==> src/rtl/prga_stream_if.sv <==
// prga_stream_if
// Bundles the start handshake and the three memory ports of the RC4
// pseudo-random generation stage.
//   en / rdy                      start request and idle indication
//   s_addr/s_rddata/s_wrdata/s_wren   state array (s_mem) port
//   ct_addr/ct_rddata             ciphertext memory (read-only) port
//   pt_addr/pt_wrdata/pt_wren     plaintext memory (write-only) port
// master: the generation stage itself. slave: the memories and the caller.
interface prga_stream_if;
    logic       en;
    logic       rdy;
    logic [7:0] s_addr;
    logic [7:0] s_rddata;
    logic [7:0] s_wrdata;
    logic       s_wren;
    logic [7:0] ct_addr;
    logic [7:0] ct_rddata;
    logic [7:0] pt_addr;
    logic [7:0] pt_wrdata;
    logic       pt_wren;

    modport master (
        input  en, s_rddata, ct_rddata,
        output rdy, s_addr, s_wrdata, s_wren, ct_addr, pt_addr, pt_wrdata, pt_wren
    );

    modport slave (
        output en, s_rddata, ct_rddata,
        input  rdy, s_addr, s_wrdata, s_wren, ct_addr, pt_addr, pt_wrdata, pt_wren
    );
endinterface

==> src/rtl/prga_stream.sv <==
// prga_stream
// RC4 pseudo-random generation stage. Reads the length-prefixed ciphertext
// from ct_mem, keeps permuting s_mem to produce one keystream byte per
// message byte, and writes the length-prefixed plaintext into pt_mem.
// All memories are single-port with one cycle of read latency.
// Ports:
//   clk  system clock, rising edge
//   rst  asynchronous active-high reset
//   bus  prga_stream_if.master: en/rdy handshake, s/ct/pt memory ports
module prga_stream (
    input  logic           clk,
    input  logic           rst,
    prga_stream_if.master  bus
);

    typedef enum logic [3:0] {
        IDLE,
        RD_LEN,
        WR_LEN,
        S_I,
        S_J,
        SWAP_I,
        SWAP_J,
        RD_PAD,
        WR_PT
    } state_t;

    state_t     state_q, state_d;
    logic [7:0] i_q,   i_d;
    logic [7:0] j_q,   j_d;
    logic [7:0] k_q,   k_d;
    logic [7:0] len_q, len_d;
    logic [7:0] si_q,  si_d;
    logic [7:0] sj_q,  sj_d;
    logic [7:0] ctb_q, ctb_d;

    always_ff @(posedge clk or posedge rst) begin
        // NOTE: state registers use non-blocking assignments so every register
        // samples the pre-edge values of the others.
        if (rst) begin
            state_q <= IDLE;
            i_q     <= '0;
            j_q     <= '0;
            k_q     <= '0;
            len_q   <= '0;
            si_q    <= '0;
            sj_q    <= '0;
            ctb_q   <= '0;
        end else begin
            state_q <= state_d;
            i_q     <= i_d;
            j_q     <= j_d;
            k_q     <= k_d;
            len_q   <= len_d;
            si_q    <= si_d;
            sj_q    <= sj_d;
            ctb_q   <= ctb_d;
        end
    end

    assign bus.rdy = (state_q == IDLE);

    always_comb begin
        // NOTE: every output and next-state value gets a default first, so no
        // path through the case statement can infer a latch.
        state_d       = state_q;
        i_d           = i_q;
        j_d           = j_q;
        k_d           = k_q;
        len_d         = len_q;
        si_d          = si_q;
        sj_d          = sj_q;
        ctb_d         = ctb_q;
        bus.s_addr    = '0;
        bus.s_wrdata  = '0;
        bus.s_wren    = 1'b0;
        bus.ct_addr   = '0;
        bus.pt_addr   = '0;
        bus.pt_wrdata = '0;
        bus.pt_wren   = 1'b0;

        case (state_q)
            IDLE: begin
                if (bus.en) state_d = RD_LEN;
            end
            RD_LEN: begin
                bus.ct_addr = 8'd0;
                state_d     = WR_LEN;
            end
            WR_LEN: begin
                // Length byte is copied straight through to pt[0].
                len_d         = bus.ct_rddata;
                bus.pt_addr   = 8'd0;
                bus.pt_wrdata = bus.ct_rddata;
                bus.pt_wren   = 1'b1;
                i_d           = 8'd0;
                j_d           = 8'd0;
                k_d           = 8'd1;
                state_d       = (bus.ct_rddata == 8'd0) ? IDLE : S_I;
            end
            S_I: begin
                // Fetch s[i+1] and the ciphertext byte in the same cycle.
                bus.s_addr  = i_q + 8'd1;
                bus.ct_addr = k_q;
                i_d         = i_q + 8'd1;
                state_d     = S_J;
            end
            S_J: begin
                si_d       = bus.s_rddata;
                ctb_d      = bus.ct_rddata;
                bus.s_addr = j_q + bus.s_rddata;
                j_d        = j_q + bus.s_rddata;
                state_d    = SWAP_I;
            end
            SWAP_I: begin
                // s[j] arrives this cycle and is written straight into s[i].
                sj_d         = bus.s_rddata;
                bus.s_addr   = i_q;
                bus.s_wrdata = bus.s_rddata;
                bus.s_wren   = 1'b1;
                state_d      = SWAP_J;
            end
            SWAP_J: begin
                // When i == j this rewrites the original value, as RC4 requires.
                bus.s_addr   = j_q;
                bus.s_wrdata = si_q;
                bus.s_wren   = 1'b1;
                state_d      = RD_PAD;
            end
            RD_PAD: begin
                // Issued after both swap writes, so it sees the permuted array.
                bus.s_addr = si_q + sj_q;
                state_d    = WR_PT;
            end
            WR_PT: begin
                bus.pt_addr   = k_q;
                bus.pt_wrdata = bus.s_rddata ^ ctb_q;
                bus.pt_wren   = 1'b1;
                // Compare before incrementing so L=255 ends without k wrapping.
                if (k_q == len_q) begin
                    state_d = IDLE;
                end else begin
                    k_d     = k_q + 8'd1;
                    state_d = S_I;
                end
            end
            default: state_d = IDLE;
        endcase
    end

endmodule
==> src/flat_wrapper.sv <==
// flat-port wrapper written by rule: the top's interface ports become plain ports
module prga_stream_flat 
  (clk, rst, bus_en, bus_s_rddata, bus_ct_rddata, bus_rdy, bus_s_addr, bus_s_wrdata, bus_s_wren, bus_ct_addr, bus_pt_addr, bus_pt_wrdata, bus_pt_wren);
  prga_stream_if bus_i ();
  input  logic clk;
  input  logic rst;
  input wire logic [$bits(bus_i.en)-1:0] bus_en;
  input wire logic [$bits(bus_i.s_rddata)-1:0] bus_s_rddata;
  input wire logic [$bits(bus_i.ct_rddata)-1:0] bus_ct_rddata;
  output wire logic [$bits(bus_i.rdy)-1:0] bus_rdy;
  output wire logic [$bits(bus_i.s_addr)-1:0] bus_s_addr;
  output wire logic [$bits(bus_i.s_wrdata)-1:0] bus_s_wrdata;
  output wire logic [$bits(bus_i.s_wren)-1:0] bus_s_wren;
  output wire logic [$bits(bus_i.ct_addr)-1:0] bus_ct_addr;
  output wire logic [$bits(bus_i.pt_addr)-1:0] bus_pt_addr;
  output wire logic [$bits(bus_i.pt_wrdata)-1:0] bus_pt_wrdata;
  output wire logic [$bits(bus_i.pt_wren)-1:0] bus_pt_wren;
  assign bus_i.en = bus_en;
  assign bus_i.s_rddata = bus_s_rddata;
  assign bus_i.ct_rddata = bus_ct_rddata;
  assign bus_rdy = bus_i.rdy;
  assign bus_s_addr = bus_i.s_addr;
  assign bus_s_wrdata = bus_i.s_wrdata;
  assign bus_s_wren = bus_i.s_wren;
  assign bus_ct_addr = bus_i.ct_addr;
  assign bus_pt_addr = bus_i.pt_addr;
  assign bus_pt_wrdata = bus_i.pt_wrdata;
  assign bus_pt_wren = bus_i.pt_wren;
  prga_stream u_core (.clk(clk), .rst(rst), .bus(bus_i));
endmodule
==> config.mk <==
export PLATFORM = sky130hd
export DESIGN_NAME = prga_stream_flat
export DESIGN_NICKNAME = d
export VERILOG_FILES = /design/src/rtl/prga_stream_if.sv /design/src/rtl/prga_stream.sv /design/src/flat_wrapper.sv
export SDC_FILE = /design/constraint.sdc
export NUM_CORES = 1
export LEC_CHECK = 0
export ABC_AREA = 1
export ABC_CLOCK_PERIOD_IN_PS = 1800
export CAP_MARGIN = 20
export CELL_PAD_IN_SITES_DETAIL_PLACEMENT = 0
export CELL_PAD_IN_SITES_GLOBAL_PLACEMENT = 2
export CORE_MARGIN = 5
export CORE_UTILIZATION = 27
export CTS_BUF_LIST = sky130_fd_sc_hd__clkbuf_16
export CTS_CLUSTER_DIAMETER = 150
export DETAILED_ROUTE_END_ITERATION = 8
export GPL_TIMING_DRIVEN = 0
export PLACE_DENSITY = 0.73
export SYNTH_ARGS = -nofsm -noshare
export SYNTH_HDL_FRONTEND = slang
export SYNTH_SLANG_ARGS = --single-unit
==> constraint.sdc <==
create_clock -name clk -period 1.8 [get_ports clk]
set_input_delay 0.27 -clock clk [delete_from_list [all_inputs] [get_ports clk]]
set_output_delay 0.27 -clock clk [all_outputs]
set_load 0.1 [all_outputs]
==> summary.txt <==
Setup path
  • Cell family with most CP delay: adder cells
  • Slowest-stage cell, CP: dfrtp_1
  • R2R depth: 11
  • Critical setup path kind: flop to output pin
  • Crit-path cells: ha_2, inv_2, fa_2, inv_2, nand3_2, nand2_4, nand3_4, nand2_1, nand2_1, nand3_2, nand3_4, buf_12
  • CP max FO: 3
  • CP Capture Type: output pin
  • Buf+Inv Stages, Crit Path: 3
  • Setup crit start kind: flop
  • Reg-to-Reg Start: u_core.j_q[0]
  • Reg-to-Reg End: u_core.j_q[6]
  • CP Launch Point: u_core.j_q[0]
  • CP Data Required Time: 1530 ps
  • Largest stage delay on the critical path: between 300 and 400 ps
  • Reg2Reg Setup Slack: 120 ps
  • Crit path DAT: between 2000 and 2500 ps

Routing
  • Drt first pass iters: 4
  • Drt wl/cell: 16.2 um
  • Vias per cell: 4.68
  • Remaining antenna violation count: 0
  • Via count: 3976
  • DRT Wirelength: ~14000 um
  • Initial DRC count: 189
  • Drt drc: 0

Synthesis
  • Syn Nets: 579
  • Syn Inst Count: about 540
  • Async SR Flop Fraction: 100%
  • Number of synthesized flops with an enable pin: 0
  • Syn Area/Cell: between 7 and 8 um^2
  • Yosys reg bits: 60
  • YS warnings: 0
  • Seq/Total Area, Yosys: 38.5%
  • Synth cell types: 33
  • Synth Cell Area: 3900 um^2
  • Synth Flop Type: dfrtp_1

Cells and area
  • Final std cells w/o fill: 849
  • Number of diodes: 0
  • Nets: 697
  • Fill cells: 1377
  • Most frequent cells in the layout: 125 x nand2_1, 63 x inv_1, 55 x dfrtp_1
  • Register area: 1510 um^2
  • Final Util: 48.1%
  • P&R area growth vs syn: 77.3%
  • Commonest non-fill, non-tap cell in the layout: nand2_1
  • Share of post-route cells with drive strength above 1: a little under two fifths
  • Multi-input gate area: 2840 um^2

Clock tree
  • Longest Clk Path Bufs: 2
  • Clk pin slew, worst setup/hold paths: roughly 50 ps
  • Num CTS Buffers: 9
  • Skew-Pair Late Insertion Delay: between 300 and 400 ps
  • Clock root cell: clkbuf_16
  • CTS tree: built
  • H-tree depth: 3
  • TritonCTS Sinks: 60

Floorplan
  • DIE HEIGHT: 130 um
  • Number of I/O pins: 62
  • Row count: 44
  • Core area: 14400 um^2
  • Initial Util: 27.1%
  • Die area: around 17000 um^2
  • Chip width: 130 um

Power
  • Pwr dens: 1030 nW/um^2
  • P_leak: between 3 and 4 nW
  • Maximum vdd drop: 1.76 mV

Run status
  • Failing checks: setup timing
  • Status: complete, but fails checks

STA
  • RSZ-0062 raised after global routing: true
  • Setup WS post-layout: -521 ps
  • Clk_skew: 4.81 ps
  • Fmax: 431 MHz
  • Tcrit/Tclk final: 129%
  • Worst Tran Pin Value: 645 ps
  • Hold slack: between 300 and 400 ps
  • Slew HR: 57.0%
  • Final min period: between 2000 and 2500 ps
  • Final hold vios: 0
  • Slew Viols, Final: 0
  • Final Setup Violations: 36

Placement
  • PortBufs: 61
  • DP HPWL: around 10000 um
  • GP Congestion: 0.790
  • Placed Cells: 788

GRT
  • Antenna violations before repair: 0
  • Global Route Usage Sum: 16.8%
  • Total grt overflow: 0
  • Largest net degree at the start of global routing: 40
  • Vias in the first global route: ~4000
  • First-pass GRT wire length: about 22000 um

Worst hold path
  • Hold Crit Class: input port to asynchronous set/reset pin

Run
  • Max cap viols: 0
[timing repair]
item                       in CTS  in global routing
hold buffers                    0                  0
setup endpoints to repair      45                 43
gates cloned                    0                  3
gates resized for setup       449                 65
pin swaps                      20                 24
setup buffers                  20                 22
[report_power, final]
| part | switching (mW) | total, mW | internal [mW] |
|---|---|---|---|
| Sequential | 0.119 | 1.59 | 1.47 |
| Clock | 0.632 | 1.97 | 1.33 |
| Combinational | 2.14 | 3.56 | 1.42 |
[how the worst max path moves through the flow]
stage	to	slack, ps	cells after the start
2_1_floorplan	bus_s_addr[2]	-560	7
3_3_place_gp	bus_s_addr[6]	-1700	12
3_5_place_dp	bus_s_addr[6]	-1710	12
4_1_cts	bus_s_addr[4]	-540	8
5_1_grt	bus_s_addr[6]	-590	12
6_report	bus_s_addr[6]	-520	12
[logic make-up (layout without fill, tap and decap cells)]
kind of cell / after synthesis / in the layout / share of synthesized area, %
DFF: 60 / 60 / 38.5
xor gates and xnor gates: 19 / 19 / 4.27
and+or+nand+nor: 265 / 265 / 29.2
AOI/OAI and AO/OA: 88 / 88 / 11.8
buffers and inverters: 92 / 215 / 10.1
adders and majority gates: 18 / 18 / 6.17
[layout make-up]
cell class	instances	area share (%)
plain buffers	17	3.15
inverters	75	4.31
repair buffers	107	21.5
flip-flops and latches	60	21.8
well taps	184	3.33
multi-input cells	390	41.1
clock inverters	7	1.54
clock buffers	9	3.26
[synth_stat cells, types with 4 or more instances]
| library cell | number | area [um^2] |
|---|---|---|
| xor2_1 | 4 | 35.0 |
| nand2_2 | 7 | 43.8 |
| nor2_2 | 5 | 31.3 |
| clkbuf_1 | 5 | 18.8 |
| buf_4 | 5 | 37.5 |
| inv_1 | 70 | 263 |
| a21oi_1 | 18 | 90.1 |
| o21ai_1 | 7 | 35.0 |
| dfrtp_1 | 60 | 1500 |
| o21ai_0 | 49 | 245 |
| nand3_1 | 45 | 225 |
| nand4_1 | 7 | 43.8 |
| nand2_1 | 144 | 541 |
| xnor2_1 | 15 | 131 |
| ha_1 | 16 | 200 |
| o22ai_1 | 12 | 75.1 |
| nor2_1 | 48 | 180 |
[through the flow]
stage / TNS, ps / area (um^2) / setup slack, ps / total power, mW
after floorplan: -1640 / 4450 / -561 / 3.75
after global placement: -121190 / 5290 / -1700 / 4.35
after detailed placement: -44620 / 5310 / -1710 / 4.38
after CTS: -9560 / 6410 / -538 / 6.85
after global routing: -11750 / 6910 / -593 / 7.47
final: -8780 / 6910 / -521 / 7.12
[flip-flops by register name, summed over array words and instances (netlist names)]
register and flops:
u_core.i_q 8, u_core.len_q 8, u_core.sj_q 8, u_core.ctb_q 8, u_core.state_q 4, u_core.j_q 8, u_core.si_q 8, u_core.k_q 8
[per-layer routing]
layer,wire length (um),part of all wire [%],track usage [%],up-vias
li1,-,-,-,1985
met1,6060,44,21.3,1907
met2,7040,51,29.1,65
met3,365,2.7,2.42,19
met4,278,2.0,6.23,0
met5,0,0,0,-
Note: power is estimated with default switching activity, not from simulation.
